### src/rtl/pipe_skid_reg_if.sv
// Handshake bundle for pipe_skid_reg: upstream valid/ready/data, downstream valid/ready/data, occupancy.
// master = the environment driving the stage, slave = the stage itself.
interface pipe_skid_reg_if #(
    parameter int n = 32
);
    logic [n-1:0] in_data;
    logic         in_valid;
    logic         in_ready;
    logic [n-1:0] out_data;
    logic         out_valid;
    logic         out_ready;
    logic [1:0]   count;

    modport master (
        output in_data, in_valid, out_ready,
        input  in_ready, out_data, out_valid, count
    );

    modport slave (
        input  in_data, in_valid, out_ready,
        output in_ready, out_data, out_valid, count
    );
endinterface

### src/rtl/pipe_skid_reg.sv
// Two-slot skid pipeline register with fully registered valid/ready/count outputs.
// Optional synchronous flush port is built when PIPE_FLUSH_EN is defined.
module pipe_skid_reg #(
    parameter int n = 32
) (
    input  logic clk,
    input  logic rst,
`ifdef PIPE_FLUSH_EN
    input  logic flush,
`endif
    pipe_skid_reg_if.slave bus
);

    typedef enum logic [1:0] {
        EMPTY = 2'd0,
        ONE   = 2'd1,
        FULL  = 2'd2
    } state_t;

    state_t       state_reg;
    logic [n-1:0] main_reg;
    logic [n-1:0] skid_reg;
    logic [1:0]   count_reg;
    logic         in_ready_reg;
    logic         out_valid_reg;

    logic in_acc;
    logic out_acc;

    // Handshake outputs are registered alongside the state, so ready never
    // depends combinationally on out_ready or in_valid.
    assign in_acc  = bus.in_valid & in_ready_reg;
    assign out_acc = out_valid_reg & bus.out_ready;

    assign bus.in_ready  = in_ready_reg;
    assign bus.out_valid = out_valid_reg;
    assign bus.out_data  = main_reg;
    assign bus.count     = count_reg;

    always_ff @(posedge clk or negedge rst) begin
        if (!rst) begin
            state_reg     <= EMPTY;
            main_reg      <= '0;
            skid_reg      <= '0;
            count_reg     <= 2'd0;
            in_ready_reg  <= 1'b1;
            out_valid_reg <= 1'b0;
        end
`ifdef PIPE_FLUSH_EN
        else if (flush) begin
            state_reg     <= EMPTY;
            count_reg     <= 2'd0;
            in_ready_reg  <= 1'b1;
            out_valid_reg <= 1'b0;
        end
`endif
        else begin
            case (state_reg)
                EMPTY: begin
                    if (in_acc) begin
                        main_reg      <= bus.in_data;
                        state_reg     <= ONE;
                        count_reg     <= 2'd1;
                        in_ready_reg  <= 1'b1;
                        out_valid_reg <= 1'b1;
                    end
                end
                ONE: begin
                    if (in_acc && out_acc) begin
                        main_reg <= bus.in_data;
                    end else if (in_acc) begin
                        // Downstream stalled: park the new payload behind main.
                        skid_reg      <= bus.in_data;
                        state_reg     <= FULL;
                        count_reg     <= 2'd2;
                        in_ready_reg  <= 1'b0;
                        out_valid_reg <= 1'b1;
                    end else if (out_acc) begin
                        state_reg     <= EMPTY;
                        count_reg     <= 2'd0;
                        in_ready_reg  <= 1'b1;
                        out_valid_reg <= 1'b0;
                    end
                end
                FULL: begin
                    if (out_acc) begin
                        main_reg      <= skid_reg;
                        state_reg     <= ONE;
                        count_reg     <= 2'd1;
                        in_ready_reg  <= 1'b1;
                        out_valid_reg <= 1'b1;
                    end
                end
                default: begin
                    state_reg     <= EMPTY;
                    count_reg     <= 2'd0;
                    in_ready_reg  <= 1'b1;
                    out_valid_reg <= 1'b0;
                end
            endcase
        end
    end

endmodule

### src/flat_wrapper.sv
// flat-port wrapper written by rule: the top's interface ports become plain ports
module pipe_skid_reg_flat 
#(
    parameter int n = 32
)
  (clk, rst, bus_in_data, bus_in_valid, bus_out_ready, bus_in_ready, bus_out_data, bus_out_valid, bus_count);
  pipe_skid_reg_if #(.n(n)) bus_i ();
  input  logic clk;
  input  logic rst;
  input wire logic [$bits(bus_i.in_data)-1:0] bus_in_data;
  input wire logic [$bits(bus_i.in_valid)-1:0] bus_in_valid;
  input wire logic [$bits(bus_i.out_ready)-1:0] bus_out_ready;
  output wire logic [$bits(bus_i.in_ready)-1:0] bus_in_ready;
  output wire logic [$bits(bus_i.out_data)-1:0] bus_out_data;
  output wire logic [$bits(bus_i.out_valid)-1:0] bus_out_valid;
  output wire logic [$bits(bus_i.count)-1:0] bus_count;
  assign bus_i.in_data = bus_in_data;
  assign bus_i.in_valid = bus_in_valid;
  assign bus_i.out_ready = bus_out_ready;
  assign bus_in_ready = bus_i.in_ready;
  assign bus_out_data = bus_i.out_data;
  assign bus_out_valid = bus_i.out_valid;
  assign bus_count = bus_i.count;
  pipe_skid_reg #(.n(n)) u_core (.clk(clk), .rst(rst), .bus(bus_i));
endmodule
### config.mk
export PLATFORM = sky130hd
export DESIGN_NAME = pipe_skid_reg_flat
export DESIGN_NICKNAME = d
export VERILOG_FILES = /design/src/rtl/pipe_skid_reg_if.sv /design/src/rtl/pipe_skid_reg.sv /design/src/flat_wrapper.sv
export SDC_FILE = /design/constraint.sdc
export NUM_CORES = 1
export LEC_CHECK = 0
export ABC_AREA = 0
export CAP_MARGIN = 10
export CORE_ASPECT_RATIO = 1.25
export CORE_UTILIZATION = 53
export CTS_CLUSTER_DIAMETER = 100
export DETAILED_ROUTE_END_ITERATION = 12
export GPL_ROUTABILITY_DRIVEN = 0
export PLACE_DENSITY = 0.88
export SLEW_MARGIN = 20
export SYNTH_ARGS = -nofsm -noshare
export SYNTH_HDL_FRONTEND = slang
export SYNTH_SLANG_ARGS = --single-unit
### constraint.sdc
create_clock -name clk -period 6.06 [get_ports clk]
set_input_delay 1.818 -clock clk [delete_from_list [all_inputs] [get_ports clk]]
set_output_delay 1.818 -clock clk [all_outputs]
set_load 0.05 [all_outputs]
==> Yosys cells after proc, flatten, opt, wreduce, memory -nomap -nowiden <==
Index checks and enable logic that the tools add are counted.
{ "word_totals": {"wordCells": 42, "in_bits": 36, "reg_bits": 68, "output_inout_bits": 36} }
{ "op_classes": {"reduce_logical": 7, "mux": 20, "bitwise": 3, "n_eq_ne": 7} }
{ "op_table": {"columns": ["operator", "count"], "rows": [
  ["2-to-1 mux 32 bit", 3],
  ["one-hot mux 32 bit (3 select lines)", 1],
  ["2-to-1 mux 2 bit", 5],
  ["2-to-1 mux 1 bit", 8],
  ["AND reduction 4 bit", 2],
  ["!= test 2 x 1 -> 1 bit, second input constant", 3],
  ["one-hot mux 1 bit (3 select lines)", 2],
  ["one-hot mux 2 bit (3 select lines)", 1],
  ["!= test 3 x 1 -> 1 bit, second input constant", 1],
  ["AND reduction 3 bit", 1],
  ["nonzero test 3 bit", 1],
  ["bitwise AND 1 bit", 2],
  ["equality test 2 x 1 -> 1 bit, second input constant", 1],
  ["equality test 2 bit, second input constant", 1],
  ["logical NOT 2 bit", 1],
  ["!= test 2 bit, second input constant", 1],
  ["AND reduction 2 bit", 1],
  ["logical AND 1 bit", 1],
  ["NOT 1 bit", 1]
]} }

==> Depth between registers and ports, before layout <==
Gate-level depths: netlist (run 1).
{ "logic_depth": {"depth_word": 5, "ltp_mapped": 8, "mapped_depth_nobuf": 6} }

==> Least setup slack after synthesis (run 1) <==
Ideal clock, no wire load.
{ "synth_timing": {"path_type": "input to register", "from": "input bus_out_ready", "to": "register u_core.main_reg[20], in the netlist u_core.bus.out_data[20]", "required_time_ps": 5923, "arrival_ps": 2879, "setup_time_ps": 137, "path_stages": 4, "setup_slack_ps": 3044, "cell_sequence": "nand4_1 -> a2111oi_4 -> clkbuf_1 -> a21oi_1"} }
{ "synth_between": {"elab_chain_cells": 4, "word_cells_on_any_way": 5, "cone_classes": "eq/ne: 2; bitwise: 1; reduce/logical: 2"} }
{ "synth_lines": {"columns": ["item", "line_no", "source"], "rows": [
  ["from (decl)", "flat_wrapper.sv:12", "input wire logic [$bits(bus_i.out_ready)-1:0] bus_out_ready;"],
  ["bitwise AND 1 bit (*)", "pipe_skid_reg.sv:33", "assign out_acc = out_valid_reg & bus.out_ready;"],
  ["logical AND 1 bit", "pipe_skid_reg.sv:69", "if (in_acc && out_acc) begin"],
  ["!= test 2 x 1 -> 1 bit (no source line)", null, null],
  ["AND reduction 4 bit (no source line) (*)", null, null],
  ["to (signal assigned)", "pipe_skid_reg.sv:61", "main_reg <= bus.in_data;"],
  ["to (signal assigned)", "pipe_skid_reg.sv:70", "main_reg <= bus.in_data;"],
  ["to (signal assigned)", "pipe_skid_reg.sv:87", "main_reg <= skid_reg;"],
  ["to (decl)", "pipe_skid_reg.sv:21", "logic [n-1:0] main_reg;"]
]} }
Mark *: on every way between the ends. The rest lies on a longest branch, timed or not.
A chain may end at the register's enable or synchronous reset.

==> Final worst setup path (run 1) <==
{ "layout_timing": {"from": "register u_core.in_ready_reg, in the netlist u_core.bus.in_ready", "to": "output bus_in_ready"} }
{ "layout_lines": {"columns": ["item", "line_no", "source"], "rows": [
  ["from (decl)", "pipe_skid_reg.sv:24", "logic in_ready_reg;"],
  ["from (signal assigned)", "pipe_skid_reg.sv:46", "in_ready_reg <= 1'b1;"],
  ["from (signal assigned)", "pipe_skid_reg.sv:64", "in_ready_reg <= 1'b1;"],
  ["from (signal assigned)", "pipe_skid_reg.sv:76", "in_ready_reg <= 1'b0;"],
  ["to (decl)", "flat_wrapper.sv:13", "output wire logic [$bits(bus_i.in_ready)-1:0] bus_in_ready;"]
]} }
No word-level cell between the ends.

==> results.ini, run 1 <==
[logic_synthesis]
syn_area_um2 = 2960
synth-seq-cells = 68
yosysWarnings = 0
synth_cells = 241
synth_nets = 282
seq_area_frac_synth_pct = 57.5
syn_avg_cell_area_um2 = 12.3
synth_cell_types = 21

[global_routing]
track_usage_pct = 22.2
grt_pass1_wl_mm = 9.43
overflow = 0
grt_pass1_vias = 2091
grt_max_degree = 69
antenna_found_initial = 0

[sta]
setup_violations = 0
hold_violations = 0
grt_setup_unrepaired = false
finalCriticalPeriod_ps = 3550
tightest_slew_ps = 1120
min_period_over_period_pct = 58.6
slew_headroom_pct = 25.1
setup_tns_ps = 0
hold-worst-slack_ps = 505
worst_clock_skew_ps = 8.34
fmaxAchievable_ghz = 0.281
drv_slew = 0

[floorplan]
die_y_um = 85.5
num_rows = 30
start_util_pct = 54.7
io-pin-count = 72
coreArea_um2 = 5410
die_w_um = 68.8
die-area_um2 = 5890

[route]
detail_route.vias_per_cell = 5.46
ant_nets = 0
drt_iter0_drc = 146
drtPass1Iterations = 4
vias = 2092
remaining_drc_errors = 0
wl_per_cell_um = 15.2
drt-total-wl_mm = 5.81

[cells_and_area]
final_util_pct = 72.5
layout-drive-gt1-share_pct = 17.6
area.growth.synth_to_final_pct = 32.4
fillers = 388
register_area_um2 = 1700
layout_common_cells = clkdlybuf4s50_1 (70), dfrtp_1 (67), nor2_1 (36), a21oi_1 (35)
final_nets = 355
final_common_cell = clkdlybuf4s50_1
final_area_um2 = 3920
multiInputGateArea_um2 = 1190
n_antenna_cell = 0

[setup_path]
start_kind = flop
worstPathRequired_ps = 4240
critPathTopFamily = buffers and inverters
crit_arrival_ps = 1730
end_kind = output port
path_cells = clkdlybuf4s50_1
crit_path_top_delay_cell = clkdlybuf4s50_1
path_max_fanout = 7
worstSetupPathType = reg2out
slowest_delay_ps = 810
critical_path_buf_inv_count = 1

[power]
ir_worst_vdd_mv = 0.345
power_leakage_uw = 0.00159
finalPower_uw = 2470
powerDensity_nw_per_um2 = 631

[clocking]
hold_buffers = 0
clkSinkCount = 68
cts.repair.resized = 0
root_buffer = clkbuf_8
cts_tree = yes
clk_latency_ps = 340
cts_setup_buffers = 0
cts_buffers = 9
clockBufferDepth = 2
htreeDepth = 3
cts.reportedPaths.clkPinSlew_ps = 70

[placed_design]
dpl.hpwl_mm = 3.82
io_buffers = 71
placed_area_um2 = 3730

[flow_run]
max-cap-violations = 0

[run_status]
status = finished clean

[hold_path]
hold_path_class = reg2reg

## stage by stage
| stage | setup slack [ps] | cells |
|---|---|---|
| final | 2510 | 383 |
| after global placement | 1940 | 366 |
| after CTS | 2180 | 382 |
| after global routing | 2460 | 383 |
| after floorplan | 3040 | 241 |
| after detailed placement | 1860 | 366 |
## metal layers
layer	GRT usage [%]	vias up	routed length, um
met4	8.91	0	77
met2	36.6	45	3030
li1	-	994	-
met5	0	-	0
met1	27.1	1045	2450
met3	5.98	8	249
## kinds of logic after synthesis
logic type               after synthesis  share of synthesized area, %
AND/OR/NAND/NOR                       46                          6.26
AO/OA/AOI/OAI                         41                          8.20
adder cells (fa/ha/maj)                5                          2.11
flip-flops                            68                          57.5
buffers and inverters                 15                          2.16
multiplexers                          66                          23.7
## power by group
group | internal, uW | leakage (uW) | switching (uW)
Sequential | 693 | 0.000782 | 134
Clock | 188 | 0.0000931 | 163
Combinational | 508 | 0.000719 | 787
## final timing paths
kind,from,endpoint,slack (ps),cells after the start
hold / removal,u_core.skid_reg[20]$_DFFE_PN0P_,u_core.skid_reg[20]$_DFFE_PN0P_,510,1
setup / recovery,u_core.bus.in_ready$_DFFE_PN1P_,bus_in_ready,2510,1
min in group asynchronous,rst,u_core.skid_reg[25]$_DFFE_PN0P_,1660,2
hold reg to reg,u_core.skid_reg[20]$_DFFE_PN0P_,u_core.skid_reg[20]$_DFFE_PN0P_,510,1
max in group asynchronous,rst,u_core.skid_reg[4]$_DFFE_PN0P_,3830,2
setup reg to reg,u_core.bus.count[0]$_DFFE_PN0P_,u_core.bus.count[0]$_DFFE_PN0P_,3360,6
## cells in the mapped netlist
library cell / number / area share, %
dfrtp_1: 67 / 57
nor2_1: 36 / 4.6
a21oi_1: 35 / 5.9
mux2_2: 33 / 13
mux2i_1: 33 / 11
buf_2: 6 / 1.0
clkbuf_1: 6 / 0.76
ha_1: 5 / 2.1
nand2_1: 5 / 0.63
a21boi_0: 2 / 0.51
inv_1: 2 / 0.25
nand4_1: 2 / 0.42
a2111oi_4: 1 / 0.93
a311oi_1: 1 / 0.30
buf_1: 1 / 0.13
dfstp_2: 1 / 0.89
nand3_1: 1 / 0.17
nor3b_1: 1 / 0.25
o21a_1: 1 / 0.25
o2bb2ai_1: 1 / 0.30
or2_2: 1 / 0.21
## final cells by class
| class | count | area share, % |
|---|---|---|
| inverter | 2 | 0.192 |
| timing repair buffer | 75 | 19.1 |
| tap | 64 | 2.04 |
| clock buffer | 11 | 3.35 |
| clock inverter | 5 | 1.34 |
| sequential | 68 | 43.5 |
| multi-input combinational | 158 | 30.5 |
No activity file was read; power rests on OpenSTA's default activity.
==> run 2: changes to the inputs <==
--- a/config.mk
+++ b/config.mk
@@ -8,11 +8,11 @@
 export ABC_AREA = 0
 export CAP_MARGIN = 10
 export CORE_ASPECT_RATIO = 1.25
-export CORE_UTILIZATION = 53
+export CORE_UTILIZATION = 49
 export CTS_CLUSTER_DIAMETER = 100
 export DETAILED_ROUTE_END_ITERATION = 12
 export GPL_ROUTABILITY_DRIVEN = 0
-export PLACE_DENSITY = 0.88
+export PLACE_DENSITY = 0.82
 export SLEW_MARGIN = 20
 export SYNTH_ARGS = -nofsm -noshare
 export SYNTH_HDL_FRONTEND = slang
==> constraint.sdc (replaced) <==
create_clock -name clk -period 3.7 [get_ports clk]
set_input_delay 1.11 -clock clk [delete_from_list [all_inputs] [get_ports clk]]
set_output_delay 1.11 -clock clk [all_outputs]
set_load 0.05 [all_outputs]
==> results.ini, run 2 (synthesis results as in run 1) <==
[cells_and_area]
stdcell_count = 387  ; +1.0%
final_area_um2 = 3970  ; +1.2%
final_common_cell = clkdlybuf4s50_1
layout_common_cells = clkdlybuf4s50_1 (70), dfrtp_1 (67), nor2_1 (36), a21oi_1 (35)
n_antenna_cell = 0  ; unchanged
area.growth.synth_to_final_pct = 34.0
layout-drive-gt1-share_pct = 18.7  ; +1.1 points
final_nets = 357  ; +0.56%

[setup_path]
slowest_delay_ps = 820  ; about the same
start_kind = flop
crit_end = bus_in_ready
critPathTopFamily = buffers and inverters
critical_path_buf_inv_count = 1  ; unchanged
crit_path_top_delay_cell = clkdlybuf4s50_1
reg2reg_to = u_core.bus.out_data[7]$_DFFE_PN0P_
path_max_fanout = 7  ; unchanged
worstSetupPathType = reg2out
worstPathRequired_ps = 2590  ; -1650 ps
reg2reg_depth = 7  ; +1
r2r_start = u_core.bus.count[0]$_DFFE_PN0P_
critical_path_depth = 1  ; unchanged
crit_arrival_ps = 1740  ; about the same
path_cells = clkdlybuf4s50_1
reg2reg_slack_ps = 1710  ; -1650 ps
cp-startpoint = u_core.bus.in_ready$_DFFE_PN1P_
end_kind = output port

[floorplan]
die-area_um2 = 6360  ; +7.9%
coreArea_um2 = 5820  ; +7.6%
die_w_um = 71.5  ; +3.9%
die_y_um = 88.9  ; +3.9%
start_util_pct = 50.9  ; -3.9 points
num_rows = 31  ; +3.3%
io-pin-count = 72  ; unchanged

[global_routing]
antenna_found_initial = 0  ; unchanged
track_usage_pct = 19.9  ; -2.3 points
grt_max_degree = 41  ; -41%
grt_pass1_wl_mm = 9.47  ; +0.36%
grt_pass1_vias = 2079  ; -0.57%
overflow = 0  ; unchanged

[route]
wl_per_cell_um = 15.1  ; -0.15%
remaining_drc_errors = 0  ; unchanged
drt_iter0_drc = 117  ; -20%
ant_nets = 0  ; unchanged
drtPass1Iterations = 4  ; unchanged
vias = 2076  ; -0.76%
drt-total-wl_mm = 5.86  ; +0.90%
detail_route.vias_per_cell = 5.36  ; -1.8%

[sta]
fmaxAchievable_ghz = 0.350
min_period_over_period_pct = 77.1
slew_headroom_pct = 55.0  ; +30 points
grt_setup_unrepaired = false
setup_violations = 0  ; unchanged
drv_slew = 0  ; unchanged
setup_tns_ps = 0  ; unchanged
worst_clock_skew_ps = 7.04  ; -1.29 ps
tightest_slew_ps = 676  ; -448 ps
finalCriticalPeriod_ps = 2850
hold-worst-slack_ps = 508  ; +3.29 ps
hold_violations = 0  ; unchanged

[clocking]
cts_setup_buffers = 0  ; unchanged
hold_buffers = 0  ; unchanged
cts_tree = yes
clk_latency_ps = 330  ; about the same
htreeDepth = 3  ; unchanged
cts_buffers = 9  ; unchanged
cts.repair.resized = 0  ; unchanged
cts.reportedPaths.clkPinSlew_ps = 70  ; about the same
clkSinkCount = 68  ; unchanged
clockBufferDepth = 2  ; unchanged
root_buffer = clkbuf_8

[placed_design]
dpl.cell_count = 371  ; +1.4%
placed_area_um2 = 3750  ; +0.67%
io_buffers = 71  ; unchanged
dpl.hpwl_mm = 3.90  ; +2.1%

[power]
ir_worst_vdd_mv = 0.596  ; +73%
powerDensity_nw_per_um2 = 1040  ; +64%
power_leakage_uw = 0.00162  ; +1.6%

[flow_run]
max-cap-violations = 0  ; unchanged

[hold_path]
hold_path_class = reg2reg

[run_status]
status = finished clean

==> run 2: final cells by class <==
class / instances / area, um^2
fillers: 464 / 1850
flip-flops and latches: 68 / 1700
multi-input cells: 158 / 1190
repair buffers: 77 / 763
clock buffers: 9 / 124
clock inverters: 7 / 91.3
well taps: 66 / 82.6
inverters: 2 / 7.51
==> run 2: report_power, final <==
group          leakage, uW  internal, uW  switching (uW)
Combinational     0.000729           811            1300
Clock             0.000109           377             274
Sequential        0.000782          1130             214
Total              0.00162          2320            1780
==> run 2: how the worst min path moves through the flow <==
stage	from	endpoint	slack, ps	cells after the start
final	u_core.skid_reg[29]$_DFFE_PN0P_	u_core.skid_reg[29]$_DFFE_PN0P_	510	1
after global routing	u_core.skid_reg[30]$_DFFE_PN0P_	u_core.skid_reg[30]$_DFFE_PN0P_	530	1
after CTS	u_core.skid_reg[7]$_DFFE_PN0P_	u_core.skid_reg[7]$_DFFE_PN0P_	510	1
after detailed placement	u_core.skid_reg[22]$_DFFE_PN0P_	u_core.skid_reg[22]$_DFFE_PN0P_	490	1
after global placement	u_core.skid_reg[19]$_DFFE_PN0P_	u_core.skid_reg[19]$_DFFE_PN0P_	490	1
after floorplan	u_core.skid_reg[0]$_DFFE_PN0P_	u_core.skid_reg[0]$_DFFE_PN0P_	480	1
==> run 2: metrics by stage <==
step	utilization [%]	total power (uW)	worst slack [ps]
global placement	64.5	3410	876
detailed placement	64.5	3470	809
CTS	68.2	4140	833
floorplan	-	2820	1350
finish	68.2	4110	846
global route	68.2	4350	802
==> run 2: routing by layer <==
metal / up-vias / wire length [um] / GRT usage (%) / share of wire [%]
met5: - / 0 / 0 / 0
met4: 0 / 88 / 9.80 / 1.5
met3: 11 / 212 / 4.21 / 3.6
met2: 50 / 3060 / 35.2 / 52
met1: 1026 / 2500 / 23.0 / 43
li1: 989 / - / - / -
==> run 3: changes to the inputs <==
==> constraint.sdc (replaced) <==
create_clock -name clk -period 3 [get_ports clk]
set_input_delay 0.9 -clock clk [delete_from_list [all_inputs] [get_ports clk]]
set_output_delay 0.9 -clock clk [all_outputs]
set_load 0.05 [all_outputs]
==> results.ini, run 3 (synthesis results as in run 1) <==
[run_status]
status = finished clean

[floorplan]
die_y_um = 88.9  ; unchanged
num_rows = 31  ; unchanged
start_util_pct = 50.9  ; unchanged
die_w_um = 71.5  ; unchanged
die-area_um2 = 6360  ; unchanged
io-pin-count = 72  ; unchanged
coreArea_um2 = 5820  ; unchanged

[global_routing]
overflow = 0  ; unchanged
grt_use_met2_pct = 31.3  ; -3.8 points
grt-busiest-layer = met2
grt_max_degree = 41  ; unchanged
grt_util_met1_pct = 21.7  ; -1.4 points
antenna_found_initial = 0  ; unchanged
grtUsageMet3_pct = 4.78  ; +0.57 points
grt_pass1_wl_mm = 8.91  ; -5.8%
grt_pass1_vias = 1995  ; -4.0%
track_usage_pct = 18.4  ; -1.4 points

[clocking]
hold_buffers = 0  ; unchanged
cts_setup_buffers = 0  ; unchanged
clockBufferDepth = 2  ; unchanged
htreeDepth = 3  ; unchanged
root_buffer = clkbuf_8
cts_tree = yes
cts.repair.resized = 0  ; unchanged
clk_latency_ps = 330  ; about the same
clkSinkCount = 68  ; unchanged
cts.reportedPaths.clkPinSlew_ps = 70  ; about the same
cts_buffers = 9  ; unchanged

[setup_path]
path_max_fanout = 7  ; unchanged
start_kind = flop
reg2reg_depth = 7  ; unchanged
reg2reg_to = u_core.bus.out_data[10]$_DFFE_PN0P_
worstPathRequired_ps = 2100  ; -490 ps
crit_arrival_ps = 1740  ; about the same
slowest_delay_ps = 830  ; about the same
end_kind = output port
critPathTopFamily = buffers and inverters
r2r_start = u_core.bus.count[0]$_DFFE_PN0P_
path_cells = clkdlybuf4s50_1
crit_path_top_delay_cell = clkdlybuf4s50_1
critical_path_buf_inv_count = 1  ; unchanged
reg2reg_slack_ps = 970  ; -740 ps
worstSetupPathType = reg2out

[route]
drtPass1Iterations = 4  ; unchanged
drt-total-wl_mm = 5.46  ; -6.8%
drt_iter0_drc = 72  ; -38%
remaining_drc_errors = 0  ; unchanged
vias = 2058  ; -0.87%
ant_nets = 0  ; unchanged
wl_per_cell_um = 14.2  ; -6.1%
detail_route.vias_per_cell = 5.36  ; about the same

[sta]
hold_violations = 0  ; unchanged
fmaxAchievable_ghz = 0.379
setup_tns_ps = 0  ; unchanged
min_period_over_period_pct = 88.0
drv_slew = 0  ; unchanged
setup_violations = 0  ; unchanged
worst_clock_skew_ps = 4.32  ; -2.73 ps
grt_setup_unrepaired = false
finalCriticalPeriod_ps = 2640
tightest_slew_ps = 651  ; -25.0 ps
slew_headroom_pct = 56.6  ; +1.7 points

[cells_and_area]
layout_common_cells = clkdlybuf4s50_1 (70), dfrtp_1 (67), nor2_1 (36), a21oi_1 (35)
final_nets = 356  ; -0.28%
final_util_pct = 67.6  ; -0.60 points
area.growth.synth_to_final_pct = 32.9
layout-drive-gt1-share_pct = 17.9  ; -0.77 points
multiInputGateArea_um2 = 1190  ; unchanged
n_antenna_cell = 0  ; unchanged
register_area_um2 = 1700  ; unchanged
final_common_cell = clkdlybuf4s50_1
fillers = 449  ; -3.2%

[hold_path]
hold_path_startpoint = u_core.skid_reg[25]$_DFFE_PN0P_
hold_path_class = reg2reg
holdPathStages = 1  ; unchanged
min_to = u_core.skid_reg[25]$_DFFE_PN0P_

[power]
power_leakage_uw = 0.00161  ; -0.80%
ir_worst_vdd_mv = 0.717  ; +20%
powerDensity_nw_per_um2 = 1250  ; +21%

[flow_run]
max-cap-violations = 0  ; unchanged

[placed_design]
io_buffers = 71  ; unchanged
dpl.hpwl_mm = 3.66  ; -6.3%

[run 3: cell type report]
type,count,area share [%]
timing repair buffer,76,19.5
sequential,68,43.3
clock inverter,2,0.255
tap,66,2.10
inverter,2,0.191
clock buffer,12,4.20
multi-input combinational,158,30.4
[run 3: how the worst max path moves through the flow]
stage | from | endpoint | slack [ps] | cells past startpoint
5_1_grt | u_core.bus.in_ready$_DFFE_PN1P_ | bus_in_ready | 310 | 1
2_1_floorplan | u_core.bus.count[0]$_DFFE_PN0P_ | u_core.bus.out_data[20]$_DFFE_PN0P_ | 650 | 7
4_1_cts | u_core.bus.in_ready$_DFFE_PN1P_ | bus_in_ready | 350 | 1
3_5_place_dp | bus_in_valid | u_core.bus.out_data[10]$_DFFE_PN0P_ | 280 | 6
3_3_place_gp | bus_in_valid | u_core.bus.out_data[10]$_DFFE_PN0P_ | 380 | 6
6_report | u_core.bus.in_ready$_DFFE_PN1P_ | bus_in_ready | 360 | 1
[run 3: power by group]
| part | total (uW) | switching, uW | internal [uW] |
|---|---|---|---|
| Combinational | 2580 | 1580 | 1000 |
| Sequential | 1660 | 260 | 1400 |
| Clock | 666 | 310 | 356 |
| Total | 4910 | 2150 | 2760 |
[run 3: metal layers]
metal / wire, um / part of all wire [%]
met1: 2360 / 43
met2: 2740 / 50
met3: 214 / 3.9
met4: 150 / 2.7
met5: 0 / 0
[run 3: worst register-to-register path, stage by stage (launching register included)]
cell and delay [ps]:
dfrtp_1 450, inv_1 100, ha_1 250, a21boi_0 190, a2111oi_4 380, buf_4 370
nor2_1 80, a21oi_1 140
[run 3: metrics by stage]
step	cells	power [uW]	hold slack [ps]	setup WS, ps	instance area (um^2)
after floorplan	241	3480	479	651	2960
after global placement	370	4210	486	381	3760
after detailed placement	370	4280	493	284	3760
after CTS	384	4960	508	349	3930
after global routing	384	5210	514	309	3930
final	384	4910	505	360	3930
